**config.mk**
```make
export PLATFORM = sky130hd
export DESIGN_NAME = alu_srcb_stage_flat
export DESIGN_NICKNAME = d
export VERILOG_FILES = /design/src/rtl/alu_srcb_if.sv /design/src/rtl/alu_srcb_stage.sv /design/src/flat_wrapper.sv
export SDC_FILE = /design/constraint.sdc
export NUM_CORES = 1
export LEC_CHECK = 0
export ABC_AREA = 1
export ABC_CLOCK_PERIOD_IN_PS = 1500
export CAP_MARGIN = 25
export CORE_MARGIN = 2
export CORE_UTILIZATION = 30
export DETAILED_ROUTE_END_ITERATION = 10
export MAX_ROUTING_LAYER = met4
export PLACE_DENSITY_LB_ADDON = 0.12
export SLEW_MARGIN = 20
export SYNTH_ARGS = -nofsm -noshare
export SYNTH_HDL_FRONTEND = slang
export SYNTH_SLANG_ARGS = --single-unit
```
**constraint.sdc**
```tcl
create_clock -name clk -period 1.5 [get_ports clk]
set_clock_uncertainty 0.15 [all_clocks]
set_input_delay 0.3 -clock clk [delete_from_list [all_inputs] [get_ports clk]]
set_output_delay 0.3 -clock clk [all_outputs]
set_load 0.01 [all_outputs]
```
**src/rtl/alu_srcb_if.sv**
```systemverilog
`default_nettype none
// ============================================================================
// Module      : alu_srcb_if
// Description : Bundles the operand-B stage request, fast-track, result and
//               statistics signals. The master side is the upstream driver
//               plus ALU consumer; the slave side is the stage itself.
// Revision    : 1.0 - initial release
// ============================================================================
interface alu_srcb_if #(
    parameter int DATA_WIDTH = 32,
    parameter int IMM_WIDTH  = 16
);
    logic                  in_valid;
    logic                  in_ready;
    logic [2:0]            alu_src_b;
    logic [DATA_WIDTH-1:0] data_reg_b;
    logic [IMM_WIDTH-1:0]  imm;
    logic [DATA_WIDTH-1:0] fwd_data;
    logic                  fwd_valid;
    logic                  out_valid;
    logic                  out_ready;
    logic [DATA_WIDTH-1:0] out_b;
    logic                  out_sel_err;
    logic [31:0]           stat_ops;
    logic [31:0]           stat_fwd_wait;

    modport master (
        output in_valid, alu_src_b, data_reg_b, imm, fwd_data, fwd_valid, out_ready,
        input  in_ready, out_valid, out_b, out_sel_err, stat_ops, stat_fwd_wait
    );

    modport slave (
        input  in_valid, alu_src_b, data_reg_b, imm, fwd_data, fwd_valid, out_ready,
        output in_ready, out_valid, out_b, out_sel_err, stat_ops, stat_fwd_wait
    );
endinterface
`default_nettype wire

```
**src/rtl/alu_srcb_stage.sv**
```systemverilog
`default_nettype none
// ============================================================================
// Module      : alu_srcb_stage
// Description : Registered ALU operand-B selector. Decodes one of eight
//               sources into an output register behind a valid/ready
//               handshake and stalls on the register-2 fast-track value
//               until it becomes valid.
//               Optional macro SRCB_STATS_EN enables the accepted-request
//               and fast-track wait-cycle counters.
// Revision    : 1.0 - initial release
// ============================================================================
module alu_srcb_stage #(
    parameter int DATA_WIDTH = 32,
    parameter int IMM_WIDTH  = 16,
    parameter int INC_VALUE  = 1
) (
    input  wire logic   clk,
    input  wire logic   rst,
    alu_srcb_if.slave   bus
);

    localparam logic [DATA_WIDTH-1:0] c_INC    = DATA_WIDTH'(INC_VALUE);
    localparam logic [2:0]            c_SEL_FWD = 3'b011;

    typedef enum logic [0:0] {
        RUN      = 1'b0,
        WAIT_FWD = 1'b1
    } state_t;

    state_t                r_state;
    logic                  r_outValid;
    logic [DATA_WIDTH-1:0] r_outB;
    logic                  r_selErr;

    logic [DATA_WIDTH-1:0] w_immSe;
    logic [DATA_WIDTH-1:0] w_immZe;
    logic [DATA_WIDTH-1:0] w_decoded;
    logic                  w_selErr;
    logic                  w_inReady;
    logic                  w_accept;
    logic                  w_fwdStall;

    assign w_immSe = DATA_WIDTH'($signed(bus.imm));
    assign w_immZe = DATA_WIDTH'(bus.imm);

    // Decode the selected operand-B source from the current request fields
    always_comb begin
        w_decoded = '0;
        w_selErr  = 1'b0;
        case (bus.alu_src_b)
            3'b000:  w_decoded = bus.data_reg_b;
            3'b001:  w_decoded = c_INC;
            3'b010:  w_decoded = w_immSe;
            3'b011:  w_decoded = bus.fwd_data;
            3'b100:  w_decoded = w_immZe;
            3'b101:  w_decoded = w_immSe << 2;
            3'b110:  w_decoded = w_immZe << (DATA_WIDTH - IMM_WIDTH);
            3'b111: begin
                w_decoded = '1;
                w_selErr  = 1'b1;
            end
            default: w_decoded = '0;
        endcase
    end

    assign w_inReady  = (r_state == RUN) && (!r_outValid || bus.out_ready);
    assign w_accept   = bus.in_valid && w_inReady;
    // A fast-track request whose value is not yet present parks the stage
    assign w_fwdStall = (bus.alu_src_b == c_SEL_FWD) && !bus.fwd_valid;

    // Control FSM and output register: load on accept or fast-track arrival, drain on out_ready
    always_ff @(posedge clk or posedge rst) begin
        if (rst) begin
            r_state    <= RUN;
            r_outValid <= 1'b0;
            r_outB     <= '0;
            r_selErr   <= 1'b0;
        end else begin
            case (r_state)
                RUN: begin
                    if (w_accept) begin
                        if (w_fwdStall) begin
                            r_state    <= WAIT_FWD;
                            r_outValid <= 1'b0;
                        end else begin
                            r_outB     <= w_decoded;
                            r_outValid <= 1'b1;
                            r_selErr   <= w_selErr;
                        end
                    end else if (bus.out_ready) begin
                        r_outValid <= 1'b0;
                    end
                end
                WAIT_FWD: begin
                    if (bus.fwd_valid) begin
                        r_outB     <= bus.fwd_data;
                        r_outValid <= 1'b1;
                        r_selErr   <= 1'b0;
                        r_state    <= RUN;
                    end
                end
                default: r_state <= RUN;
            endcase
        end
    end

    assign bus.in_ready    = w_inReady;
    assign bus.out_valid   = r_outValid;
    assign bus.out_b       = r_outB;
    assign bus.out_sel_err = r_selErr;

`ifdef SRCB_STATS_EN
    logic [31:0] r_statOps;
    logic [31:0] r_statFwdWait;

    // Count accepted requests and every cycle spent parked on the fast-track value
    always_ff @(posedge clk or posedge rst) begin
        if (rst) begin
            r_statOps     <= '0;
            r_statFwdWait <= '0;
        end else begin
            if (w_accept) begin
                r_statOps <= r_statOps + 32'd1;
            end
            if (r_state == WAIT_FWD) begin
                r_statFwdWait <= r_statFwdWait + 32'd1;
            end
        end
    end

    assign bus.stat_ops      = r_statOps;
    assign bus.stat_fwd_wait = r_statFwdWait;
`else
    assign bus.stat_ops      = 32'd0;
    assign bus.stat_fwd_wait = 32'd0;
`endif

endmodule
`default_nettype wire
```
**src/flat_wrapper.sv**
```systemverilog
// flat-port wrapper written by rule: the top's interface ports become plain ports
module alu_srcb_stage_flat 
#(
    parameter int DATA_WIDTH = 32,
    parameter int IMM_WIDTH  = 16,
    parameter int INC_VALUE  = 1
)
  (clk, rst, bus_in_valid, bus_alu_src_b, bus_data_reg_b, bus_imm, bus_fwd_data, bus_fwd_valid, bus_out_ready, bus_in_ready, bus_out_valid, bus_out_b, bus_out_sel_err, bus_stat_ops, bus_stat_fwd_wait);
  alu_srcb_if #(.DATA_WIDTH(DATA_WIDTH), .IMM_WIDTH(IMM_WIDTH)) bus_i ();
  input  wire logic clk;
  input  wire logic rst;
  input wire logic [$bits(bus_i.in_valid)-1:0] bus_in_valid;
  input wire logic [$bits(bus_i.alu_src_b)-1:0] bus_alu_src_b;
  input wire logic [$bits(bus_i.data_reg_b)-1:0] bus_data_reg_b;
  input wire logic [$bits(bus_i.imm)-1:0] bus_imm;
  input wire logic [$bits(bus_i.fwd_data)-1:0] bus_fwd_data;
  input wire logic [$bits(bus_i.fwd_valid)-1:0] bus_fwd_valid;
  input wire logic [$bits(bus_i.out_ready)-1:0] bus_out_ready;
  output wire logic [$bits(bus_i.in_ready)-1:0] bus_in_ready;
  output wire logic [$bits(bus_i.out_valid)-1:0] bus_out_valid;
  output wire logic [$bits(bus_i.out_b)-1:0] bus_out_b;
  output wire logic [$bits(bus_i.out_sel_err)-1:0] bus_out_sel_err;
  output wire logic [$bits(bus_i.stat_ops)-1:0] bus_stat_ops;
  output wire logic [$bits(bus_i.stat_fwd_wait)-1:0] bus_stat_fwd_wait;
  assign bus_i.in_valid = bus_in_valid;
  assign bus_i.alu_src_b = bus_alu_src_b;
  assign bus_i.data_reg_b = bus_data_reg_b;
  assign bus_i.imm = bus_imm;
  assign bus_i.fwd_data = bus_fwd_data;
  assign bus_i.fwd_valid = bus_fwd_valid;
  assign bus_i.out_ready = bus_out_ready;
  assign bus_in_ready = bus_i.in_ready;
  assign bus_out_valid = bus_i.out_valid;
  assign bus_out_b = bus_i.out_b;
  assign bus_out_sel_err = bus_i.out_sel_err;
  assign bus_stat_ops = bus_i.stat_ops;
  assign bus_stat_fwd_wait = bus_i.stat_fwd_wait;
  alu_srcb_stage #(.DATA_WIDTH(DATA_WIDTH), .IMM_WIDTH(IMM_WIDTH), .INC_VALUE(INC_VALUE)) u_core (.clk(clk), .rst(rst), .bus(bus_i));
endmodule
```
==> results of run 1 <==
-- area by class of cell --
type | instances | share of cell area (%)
diodes | 1 | 0.0452
clock buffers | 7 | 2.39
clock inverters | 1 | 0.0904
inverters | 103 | 7.12
multi-input cells | 409 | 36.9
flip-flops and latches | 35 | 15.8
well taps | 143 | 3.23
repair buffers | 192 | 34.3
repair inverters | 1 | 0.113
-- worst min path at each step --
| stage | slack [ns] | to |
|---|---|---|
| final | 0.21 | u_core.bus.out_valid$_DFFE_PP0P_ |
| after global routing | 0.25 | u_core.bus.out_valid$_DFFE_PP0P_ |
| after CTS | 0.23 | u_core.bus.out_b[13]$_DFFE_PP0P_ |
| after detailed placement | 0.32 | u_core.bus.out_b[7]$_DFFE_PP0P_ |
| after global placement | 0.33 | u_core.bus.out_b[6]$_DFFE_PP0P_ |
| after floorplan | 0.30 | u_core.bus.out_b[0]$_DFFE_PP0P_ |
-- cells in the final DEF (no fill, tap or decap), types with 4 or more instances in the layout --
cell type        count
nand2_1            149
inv_1               97
clkdlybuf4s50_1     82
conb_1              64
buf_4               47
nor2_1              40
dlygate4sd2_1       36
dfrtp_1             35
nand2_2             25
nand3_1             23
nand4_1             22
o21ai_0             22
a21boi_2            17
nor2_2              14
nor2_4              11
buf_6               10
a21oi_1              8
buf_12               8
clkbuf_16            6
a21boi_1             5
inv_2                4
-- kinds of logic after synthesis --
logic type | synth area share (%)
compound gates | 9.95
flops | 25.2
buf+inv | 29.8
other cells | 0.108
simple gates | 34.9
-- what timing repair did --
action / CTS / global route
pin swaps: 7 / 9
gates resized for setup: 124 / 28
cloned: 5 / 1
setup endpoints to repair: 69 / 35
buffers inserted: 11 / 4
-- power groups by stage --
stage,clock [mW],sequential [mW],combinational (mW)
global route,1.07,1.31,2.13
finish,1.01,1.28,1.93
CTS,1.03,1.28,1.92
detailed placement,0,1.30,1.76
floorplan,0,1.38,0.851
global placement,0,1.30,1.74
-- sequential cells by signal (all words and copies together) (netlist names) --
signal,count
u_core.bus.out_sel_err,1
u_core.bus.out_valid,1
u_core.bus.out_b,32
u_core.r_state,1
-- stage by stage --
step	setup WS [ns]	utilization [%]	area [um^2]	total power, mW
after CTS	-0.0984	48.0	5460	4.24
after global placement	-0.641	43.2	4910	3.04
after floorplan	0.00290	-	3710	2.23
after detailed placement	-0.717	43.2	4910	3.06
after global routing	-0.126	48.7	5540	4.51
final	-0.0661	48.7	5540	4.23
-- synth_stat cells --
cell,n
a21boi_1,22
buf_6,3
nor2_2,2
nor2_4,2
buf_4,72
o211ai_1,1
clkbuf_2,1
o21ai_0,24
o21ai_1,1
dfrtp_1,35
nand3_1,24
nand3_2,2
conb_1,1
nand2_2,4
buf_2,9
nor2_1,61
inv_2,3
or2_2,1
a21boi_0,1
a21oi_1,8
buf_1,2
nand2_1,170
clkbuf_1,4
clkinv_1,1
nand4_1,22
inv_1,99
-- per-layer routing --
layer / share of wire [%] / vias to the layer above / routed length, um / global-route usage (%)
met3: 5.8 / 8 / 677 / 3.81
met2: 48 / 132 / 5540 / 30.6
met1: 46 / 1740 / 5340 / 24.6
met4: 0.77 / 0 / 90 / 3.54
met5: 0 / - / 0 / -
li1: - / 1946 / - / -
-- worst min-delay path, cell delays in order --
cell and delay, ns:
clkdlybuf4s50_1 0.39, inv_1 0.09, buf_12 0.23
==> key figures, run 1 <==
Status
  • Status: complete, but fails checks
  • Failing checks: negative setup slack

Synthesis
  • Syn Area/Cell: 6.03 um^2
  • Sequential share of the synthesized area: 25.2%
  • Synth top area share: 25.2%
  • Register bit total from synthesis: 35
  • Synth Instances: 575
  • Synth area leader: dfrtp_1
  • Syn. warnings: 0
  • Top post-synthesis cells by area: dfrtp_1 25%, nand2_1 18%, buf_4 16%
  • Mapped Area: 3470 um^2
  • Synth unique cells: 26

Route
  • Routed Antenna Nets: 0
  • Post-DR wirelength/cell: 13.1 um
  • DRC: 0
  • DRT iter0 DRCs: 193
  • Vias: 3826
  • Vias per cell: 4.29
  • DR pass1 iterations: 4
  • Final WL: 11.6 mm

Worst setup path
  • Launching point of the worst reg2reg path: u_core.r_state$_DFF_PP0_
  • Levels on crit path: 8
  • CP max FO: 8
  • Slowest stage delay, CP: 0.41 ns
  • Worst Reg-to-Reg Cells: 8
  • CP top delay family: buffers and inverters
  • Crit path buffers/inverters: 4
  • FF-to-FF End: u_core.bus.out_b[28]$_DFFE_PP0P_
  • Crit path from: u_core.r_state$_DFF_PP0_
  • Setup slack, reg-to-reg: -0.07 ns
  • Critical path cell sequence: inv_2 -> buf_6 -> nand3_4 -> nand3_4 -> buf_12 -> buf_12 -> nand2_2 -> a21boi_2
  • Slowest cell on crit path: dfrtp_1
  • Worst Setup EP: u_core.bus.out_b[28]$_DFFE_PP0P_
  • CP Capture Type: flop
  • Startpoint class of the critical path: flop
  • Arrival time of the worst setup path: 1.58 ns
  • Worst Path Class, Setup: reg -> reg
  • Crit path required time: 1.52 ns

Hold path
  • Worst min path class: in -> async

Place
  • Placed insts: 867
  • Routability cong.: 0.914
  • DP HPWL: 8.68 mm
  • IO Port Bufs: 122

Finish
  • Layout Cells excl Fill: 892
  • P&R area growth vs syn: 59.6%
  • Register area: 876 um^2
  • Layout cells sized above 1: 21.3%
  • Nets: 835
  • Area of the multi-input gates: 2050 um^2
  • FILL cells: 1215

Power
  • Worst ir drop on vdd: 0.000413 V
  • Logic pwr share: 45.7%
  • Sequential share of power: 30.3%
  • NetSw: 1.49 mW
  • Cell Pwr Density: 763 nW/um^2
  • Switching Share: 35.3%
  • Clock power share: 24.0%
  • Internal power: 2.74 mW
  • Leak pwr: 2.99 nW

Clocking
  • CTS tree: yes
  • H-tree Lvls: 2
  • CTS Hold Bufs: 0
  • Clock tree sinks: 35
  • Clock transition at path regs: 0.06 ns
  • Root buf cell: clkbuf_16
  • Maximum root-to-sink buffer count: 2
  • CTS buffer count: 5
  • Worst-Skew Late Latency: 0.28 ns

STA
  • Final worst path period share: 104%
  • Fin Hold WS: 0.210 ns
  • Max Clk Rate: 0.639 GHz
  • Slew Viols, Final: 0
  • Final setup fails: 29
  • Final WS setup: -0.0661 ns
  • Setup_tns: -1.01 ns
  • Final Hold Fails: 0
  • Fin crit period: 1.57 ns
  • RSZ-0062 raised after global routing: true

Floorplan
  • Site Rows: 39
  • Die Height: 112 um
  • Die ar.: 12400 um^2
  • Top Ports: 187
  • CORE AREA: 11400 um^2
  • Horiz. Die Dim: 112 um
  • Starting density of the core: 30.5%

Job
  • Max-cap violations: 0

GRT
  • Total gr overflow: 0
  • Pin count of the biggest net entering global routing: 36
  • First-pass GRT wire length: 18.5 mm
  • Initial antenna violation count: 1
  • Gr usage total: 18.8%
  • Vias in the first global route: 3735
Power figures use the tool's default switching activity.
==> inputs of run 2 (changes only) <==
ABC_AREA = unset   (was 1)
==> run 2 against run 1 <==
The run still ends with negative setup slack left. Largest power group unchanged. Critical path depth fell by 4. Critical path type unchanged. Clock power fell by 26%. First-iteration DRC count fell by 1.6%. Core utilization fell by 1.5 points.
==> key figures, run 2 <==
Clocking
  • CTS Hold Bufs: 0 (unchanged)
  • Worst-Skew Late Latency: 0.30 ns (+0.02 ns)
  • H-tree Lvls: 2 (unchanged)
  • CTS tree: yes
  • Maximum root-to-sink buffer count: 2 (unchanged)
  • Clock tree sinks: 35 (unchanged)
  • Root buf cell: clkbuf_8
  • Clock transition at path regs: 0.09 ns (+0.03 ns)
  • CTS buffer count: 5 (unchanged)

STA
  • Final WS setup: -0.177 ns (-0.111 ns)
  • Final worst path period share: 112% (+7.4 points)
  • Fin Hold WS: 0.168 ns (-0.0420 ns)
  • Final Hold Fails: 0 (unchanged)
  • Slew Viols, Final: 0 (unchanged)
  • Fin crit period: 1.68 ns (+0.111 ns)
  • Max Clk Rate: 0.596 GHz (-6.6%)
  • RSZ-0062 raised after global routing: true
  • Final setup fails: 32 (+10%)

Finish
  • P&R area growth vs syn: 53.6%
  • Most frequent cells in the layout: 81 x clkdlybuf4s50_1, 64 x conb_1, 49 x buf_4
  • Max reg flops: 32 (unchanged)
  • Number of antenna repair diodes: 0 (-1)
  • Commonest non-fill, non-tap cell in the layout: clkdlybuf4s50_1
  • Layout cells sized above 1: 17.2% (-4.0 points)
  • Nets: 661 (-21%)
  • Post-layout util: 47.2% (-1.5 points)

Synthesis
  • Syn Area/Cell: 7.49 um^2 (+24%)
  • Syn. warnings: 0 (unchanged)
  • Synth Instances: 420 (-27%)
  • Post-synth EDFFs: 0 (unchanged)
  • Top_reg_cell synth: dfrtp_1
  • Mapped Area: 3150 um^2 (-9.3%)
  • Count leader, synth: buf_4
  • Post-synth ARST share: 100% (unchanged)
  • Synth top area share: 27.8% (+2.6 points)
  • Most frequent cells after synthesis: 71 x buf_4, 48 x a21oi_1, 45 x nand2_1
  • Register bit total from synthesis: 35 (unchanged)
  • Synth unique cells: 44 (+69%)
  • Synth area leader: dfrtp_1
  • Sequential share of the synthesized area: 27.8% (+2.6 points)
  • Top post-synthesis cells by area: dfrtp_1 28%, buf_4 17%, a21oi_1 7.6%

GRT
  • Vias in the first global route: 3337 (-11%)
  • Pin count of the biggest net entering global routing: 36 (unchanged)
  • Met2 Use GR: 33.7% (+3.1 points)
  • Total gr overflow: 0 (unchanged)
  • Most Crowded Layer GR: met2
  • Initial antenna violation count: 0 (-1)
  • Grt met3 use: 3.37% (-0.44 points)
  • Gr usage total: 21.1% (+2.3 points)
  • GR Util met1: 28.1% (+3.6 points)
  • First-pass GRT wire length: 18.1 mm (-2.5%)

Worst setup path
  • Startpoint class of the critical path: flop
  • CP max FO: 9 (+1)
  • Worst Path Class, Setup: reg -> reg
  • Arrival time of the worst setup path: 1.72 ns (+0.14 ns)
  • Crit path required time: 1.55 ns (+0.03 ns)
  • CP Capture Type: flop

Status
  • Failing checks: negative setup slack
  • Status: complete, but fails checks

Hold path
  • Worst min path class: in -> reg

Floorplan
  • Horiz. Die Dim: 106 um (-4.6%)
  • CORE AREA: 10200 um^2 (-10%)
  • Top Ports: 187 (unchanged)
  • Die Height: 106 um (-4.6%)
  • Site Rows: 37 (-5.1%)
  • Die ar.: 11300 um^2 (-9.0%)
  • Starting density of the core: 30.7% (+0.23 points)

Power
  • Cell Pwr Density: 738 nW/um^2 (-3.3%)
  • Internal power: 2.26 mW (-17%)
  • Switching Share: 36.6% (+1.4 points)
  • Total power: 3.57 mW (-16%)
  • Logic pwr share: 44.1% (-1.6 points)
  • NetSw: 1.31 mW (-12%)
  • Sequential share of power: 35.0% (+4.7 points)
  • Worst ir drop on vdd: 0.000332 V (-20%)
  • Leak pwr: 2.11 nW (-29%)
  • Clock power share: 20.9% (-3.1 points)

Route
  • DR pass1 iterations: 4 (unchanged)
  • Vias: 3496 (-8.6%)
  • DRC: 0 (unchanged)
  • Vias per cell: 4.92 (+15%)
  • DRT iter0 DRCs: 190 (-1.6%)
  • Post-DR wirelength/cell: 16.5 um (+27%)
  • Final WL: 11.7 mm (+0.71%)
  • Routed Antenna Nets: 0 (unchanged)

Job
  • Max-cap violations: 0 (unchanged)

Place
  • DP HPWL: 8.55 mm (-1.5%)
  • IO Port Bufs: 122 (unchanged)
  • Routability cong.: 0.874 (-4.4%)
-- run 2: final timing paths --
kind	from	to	slack (ns)	depth (start not counted)
min in group asynchronous	rst	u_core.bus.out_b[13]$_DFFE_PP0P_	0.18	3
min	bus_fwd_valid	u_core.r_state$_DFF_PP0_	0.17	3
max	u_core.r_state$_DFF_PP0_	u_core.bus.out_b[1]$_DFFE_PP0P_	-0.18	4
min reg2reg	u_core.bus.out_b[31]$_DFFE_PP0P_	u_core.bus.out_b[31]$_DFFE_PP0P_	0.36	1
max in group asynchronous	rst	u_core.bus.out_b[0]$_DFFE_PP0P_	0.80	3
max reg2reg	u_core.r_state$_DFF_PP0_	u_core.bus.out_b[1]$_DFFE_PP0P_	-0.18	4
-- run 2: timing repair --
action / 4_1_cts / 5_1_grt
gates resized for setup: 67 / 13
cloned: 4 / 0
setup endpoints to repair: 68 / 34
pin swaps: 10 / 8
buffers inserted: 4 / 0
-- run 2: cell type report --
| type | count | area (um^2) |
|---|---|---|
| fill | 1058 | 5400 |
| multi-input combinational | 327 | 1860 |
| timing repair buffer | 184 | 1760 |
| sequential | 35 | 876 |
| tap | 136 | 170 |
| inverter | 20 | 75.1 |
| clock buffer | 5 | 68.8 |
| clock inverter | 3 | 23.8 |
-- run 2: cells by family after synthesis --
logic type	count (synthesis)	share of synthesized area, %
compound gates	158	31.8
fa+ha+maj	4	1.27
buf+inv	121	23.7
flops	35	27.8
mux	5	1.63
other cells	1	0.119
simple gates	96	13.6
-- run 2: worst max-delay path, cell delays in order, from the launching register on --
cell,delay [ns]
dfrtp_1,0.43
buf_12,0.16
a22oi_2,0.24
and2_4,0.29
mux2_4,0.31
-- run 2: metal layers --
layer	up-vias	share of wire [%]
li1	1670	-
met1	1639	45
met2	175	47
met3	12	7.2
met4	0	1.2
met5	-	0
-- run 2: stage by stage --
stage | TNS, ns | std cells | worst slack (ns) | instance area (um^2)
finish | -3.86 | 710 | -0.177 | 4830
CTS | -4.38 | 711 | -0.188 | 4810
floorplan | -2.59 | 483 | -0.192 | 3410
global placement | -16.61 | 695 | -0.508 | 4560
detailed placement | -16.75 | 695 | -0.565 | 4560
global route | -5.70 | 710 | -0.227 | 4830
-- run 2: power groups by stage --
stage | clock, mW | combinational [mW] | sequential (mW)
2_1_floorplan | 0 | 0.754 | 1.34
3_3_place_gp | 0 | 1.59 | 1.27
3_5_place_dp | 0 | 1.60 | 1.27
4_1_cts | 0.771 | 1.56 | 1.25
5_1_grt | 0.806 | 1.71 | 1.28
6_report | 0.746 | 1.57 | 1.25
==> inputs of run 3 (changes only) <==
DONT_BUFFER_PORTS = 1   (was unset)
PLACE_DENSITY = 0.48   (was unset)
PLACE_DENSITY_LB_ADDON = unset   (was 0.12)
==> run 3 against run 2 <==
The run still ends with negative setup slack left. Hold slack got worse by 0.16 ns. Non-clock buffer count fell by 136. Cell count fell by 19%. Die area did not move. Combinational power fell by 44%. Via count fell by 14%. Count of clock-buffer cells in the layout rose by 1. Global-route usage fell by 1.4 points. Critical path type unchanged. Highest routed layer unchanged.
==> key figures, run 3 (synthesis results as in run 2) <==
Clocking
  • Root buf cell: clkbuf_8
  • Clock tree sinks: 35 (unchanged)
  • Clock transition at path regs: 0.08 ns (about the same)
  • CTS tree: yes
  • Worst-Skew Late Latency: 0.30 ns (about the same)
  • Maximum root-to-sink buffer count: 2 (unchanged)
  • H-tree Lvls: 2 (unchanged)
  • CTS buffer count: 5 (unchanged)

Worst setup path
  • CP Capture Type: flop
  • Arrival time of the worst setup path: 1.67 ns (-0.05 ns)
  • CP max FO: 5 (-4)
  • Crit path from: u_core.r_state$_DFF_PP0_
  • Startpoint class of the critical path: flop
  • Launching point of the worst reg2reg path: u_core.r_state$_DFF_PP0_
  • Worst Path Class, Setup: reg -> reg
  • Crit path required time: 1.53 ns (-0.02 ns)

GRT
  • Vias in the first global route: 2923 (-12%)
  • Pin count of the biggest net entering global routing: 78 (+120%)
  • First-pass GRT wire length: 16.8 mm (-7.3%)
  • Initial antenna violation count: 0 (unchanged)
  • Gr usage total: 19.7% (-1.4 points)
  • Total gr overflow: 0 (unchanged)

Finish
  • Most frequent cells in the layout: 64 x conb_1, 46 x a21oi_1, 43 x nand2_1
  • P&R area growth vs syn: 17.1%
  • Nets: 525 (-21%)
  • Layout cells sized above 1: 16.2% (-1.0 points)
  • Commonest non-fill, non-tap cell in the layout: conb_1
  • Max reg flops: 32 (unchanged)
  • Number of antenna repair diodes: 0 (unchanged)
  • Post-layout util: 36.0% (-11 points)

Route
  • DRT iter0 DRCs: 171 (-10%)
  • Vias per cell: 5.21 (+5.8%)
  • Post-DR wirelength/cell: 19.6 um (+19%)
  • Final WL: 11.3 mm (-4.0%)
  • DRC: 0 (unchanged)
  • DR pass1 iterations: 4 (unchanged)
  • Routed Antenna Nets: 0 (unchanged)
  • Vias: 2990 (-14%)

Floorplan
  • Site Rows: 37 (unchanged)
  • Die Height: 106 um (unchanged)
  • Die ar.: 11300 um^2 (unchanged)
  • Starting density of the core: 30.7% (unchanged)
  • Top Ports: 187 (unchanged)
  • Horiz. Die Dim: 106 um (unchanged)
  • CORE AREA: 10200 um^2 (unchanged)

Power
  • Leak pwr: 1.53 nW (-28%)
  • Worst ir drop on vdd: 0.000333 V (+0.54%)
  • Cell Pwr Density: 869 nW/um^2 (+18%)

STA
  • Fin Hold WS: 0.00484 ns (-0.163 ns)
  • Final WS setup: -0.139 ns (+0.0375 ns)
  • Final worst path period share: 109% (-2.5 points)
  • Max Clk Rate: 0.610 GHz (+2.3%)
  • Final Hold Fails: 0 (unchanged)
  • Slew @ Worst Pin: 0.510 ns
  • RSZ-0062 raised after global routing: true
  • Fin crit period: 1.64 ns (-0.0375 ns)
  • Rel. slew slack: 66.0%
  • Final setup fails: 33 (+3.1%)
  • Slew Viols, Final: 0 (unchanged)

Status
  • Status: complete, but fails checks
  • Failing checks: negative setup slack

Place
  • DP HPWL: 7.77 mm (-9.1%)
  • IO Port Bufs: 0 (-100%)
  • Worst slack, placed: -0.114 ns (+0.451 ns)
  • Routability cong.: 0.804 (-8.0%)

Hold path
  • Worst min path class: in -> reg
  • Hold path start: bus_fwd_data[29]

Job
  • Max-cap violations: 0 (unchanged)
run 3: cell count changes in the layout (fill, tap and decap cells not counted), sizes merged, moves of 4 or more:
| cell | change |
|---|---|
| dlygate4sd2 | -34 |
| clkdlybuf4s50 | -81 |
| dlygate4sd3 | +14 |
| buf | -36 |
| clkbuf | +4 |
run 3: routing by layer:
| metal | vias to the layer above | GRT usage (%) | share of wire [%] |
|---|---|---|---|
| li1 | 1391 | - | - |
| met1 | 1419 | 24.8 | 40 |
| met2 | 161 | 30.4 | 48 |
| met3 | 19 | 5.89 | 10 |
| met4 | 0 | 5.83 | 2.0 |
| met5 | - | - | 0 |
run 3: report_power, final:
part,total [mW],switching [mW],internal [mW]
Sequential,1.39,0.251,1.13
Combinational,0.874,0.469,0.405
Clock,0.941,0.402,0.539
Total,3.20,1.12,2.08
run 3: worst paths after layout:
| kind | end | slack [ns] | cells after the start |
|---|---|---|---|
| worst max-delay path | u_core.bus.out_b[5]$_DFFE_PP0P_ | -0.14 | 6 |
| worst min-delay path | u_core.bus.out_b[29]$_DFFE_PP0P_ | 0.005 | 2 |
| worst max register to register | u_core.bus.out_b[5]$_DFFE_PP0P_ | -0.14 | 6 |
| worst min register to register | u_core.bus.out_b[8]$_DFFE_PP0P_ | 0.43 | 1 |
| max in group asynchronous | u_core.r_state$_DFF_PP0_ | 0.41 | 3 |
| min in group asynchronous | u_core.bus.out_b[19]$_DFFE_PP0P_ | 0.41 | 3 |
run 3: cell type report:
cell class / count / area [um^2]
clock buffer: 6 / 82.6
clock inverter: 2 / 35.0
fill: 1129 / 6550
inverter: 20 / 80.1
multi-input combinational: 327 / 1860
sequential: 35 / 877
tap: 136 / 170
timing repair buffer: 48 / 577
run 3: worst max-delay path, cell delays in order, from the launching register on:
cell,delay [ns]
dfrtp_2,0.46
buf_12,0.16
buf_8,0.12
a21o_4,0.23
buf_12,0.15
a32oi_2,0.18
a21oi_2,0.07
run 3: repair_timing:
action                                  in CTS  in global routing
hold endpoints to repair                    48                  0
cloned                                       2                  2
buffers inserted                             5                  0
pin swaps                                   16                  7
gates resized for setup                     44                 13
endpoints found under the setup margin      33                 33
hold buffers                                14                  0
run 3: stage by stage:
step	area [um^2]	total power, mW	instances	TNS, ns
6_report	3680	3.20	574	-2.55
5_1_grt	3680	3.39	574	-4.32
4_1_cts	3580	3.18	572	-2.82
3_5_place_dp	3110	2.14	543	-2.83
3_3_place_gp	3110	2.13	543	-2.18
2_1_floorplan	3410	2.10	483	-2.59
==> edit, RTL diff (config.mk and constraints of run 3) <==
Add a define of `SRCB_STATS_EN`.
--- a/src/rtl/alu_srcb_stage.sv
+++ b/src/rtl/alu_srcb_stage.sv
@@ -9,6 +9,8 @@
 //               and fast-track wait-cycle counters.
 // Revision    : 1.0 - initial release
 // ============================================================================
+`define SRCB_STATS_EN
+
 module alu_srcb_stage #(
     parameter int DATA_WIDTH = 32,
     parameter int IMM_WIDTH  = 16,
Behaviour: not the same (a bounded check fails within 4 cycles, from zero or initial values and one cycle with rst high).
==> edit against run 3 <==
  * The run ends with hold timing, setup timing left
  * Synthesized area increased by 71%
  * Sequential cell count increased by 64
  * Power increased by 140%
  * Design area increased by 110%
  * Sequential power increased by 150%
  * Clock power increased to 2.6 times the old value
  * Setup slack got worse by 0.10 ns
  * Core utilization increased by 8.0 points
  * Wire length increased by 64%
==> edit: results (changes against run 3) <==
[status]
outcome=complete, but fails checks
failed_checks=hold timing, setup timing

[place]
dp_cells=870  ; +60%

[global_routing]
grt_max_degree=64  ; -18%
track_usage=0.1961  ; -0.0004859
grt.met2_usage=0.3226  ; +0.01808
grt_pass1_wl_mm=28.88  ; +72%
grt_pass1_vias=5204  ; +78%
grt_use_met1=0.2323  ; -0.01562

[logic_synthesis]
synth_cell_type_count=52  ; +18%
synth_common_cells=dfrtp_1, nand2_1, xnor2_1, o21ai_0, a21oi_1
yosysSeqAreaShare=0.4598  ; +0.1814

[power_and_ir_drop]
p_switching_uw=2398  ; +110%
p_leak_uw=0.003356  ; +120%
comb_cell_power_uw=1830  ; +110%
ir_drop_uv=574.4  ; +72%

[worst_setup_path]
crit_fanout=3  ; -2
ff2ff_path_depth=7  ; +1

[route]
wl_met1_mm=7.486  ; +66%
wl_met3_mm=1.448  ; +26%
wl_per_cell_um=19.75  ; +0.68%
vias=4884  ; +63%

[timing]
setup_slack_ns=-0.2401  ; -0.1010 ns
setup_viol=86  ; +160%
slew_headroom=0.6689  ; +0.008758
hold_viol=1  ; +1
totalNegativeSetupSlack_ns=-12.17  ; -9.620 ns
hold_slack_ns=-0.003385  ; -0.008223 ns

[worst_hold_path]
holdPathEnd=u_core.bus.out_b[2]$_DFFE_PP0P_

[final_layout]
areaGrowthSynthToFinish_pct=45.22
drive_gt1_frac=0.3704  ; +0.2083

[clocking]
cts_buffers=9  ; +4
clockRootBuffer=clkbuf_16

## edit: cell type report
type                    count  area share
multi-input cells         416      0.3957
inverters                  14    0.008156
diodes                      2   0.0006397
clock inverters             6    0.008956
flip-flops and latches     99      0.3187
repair buffers            157      0.2007
well taps                 229     0.03662
clock buffers              10     0.03055
## edit: cells by family (layout without fill, tap and decap cells)
kind of cell | count (synthesis) | in the layout | share of synthesized area
compound gates | 153 | 153 | 0.1786
xor+xnor | 62 | 62 | 0.1008
fa+ha+maj | 13 | 13 | 0.02508
buf+inv | 48 | 187 | 0.04436
flops | 99 | 99 | 0.4598
mux | 2 | 2 | 0.004180
other cells | 0 | 2 | 0
simple gates | 186 | 186 | 0.1872
## edit: worst max-delay path: stages (launching register included)
cell and delay (ns):
dfrtp_2 0.41, buf_6 0.12, nand4_4 0.10, buf_6 0.14
or3_4 0.35, inv_2 0.07, and3_1 0.17, xor2_1 0.15
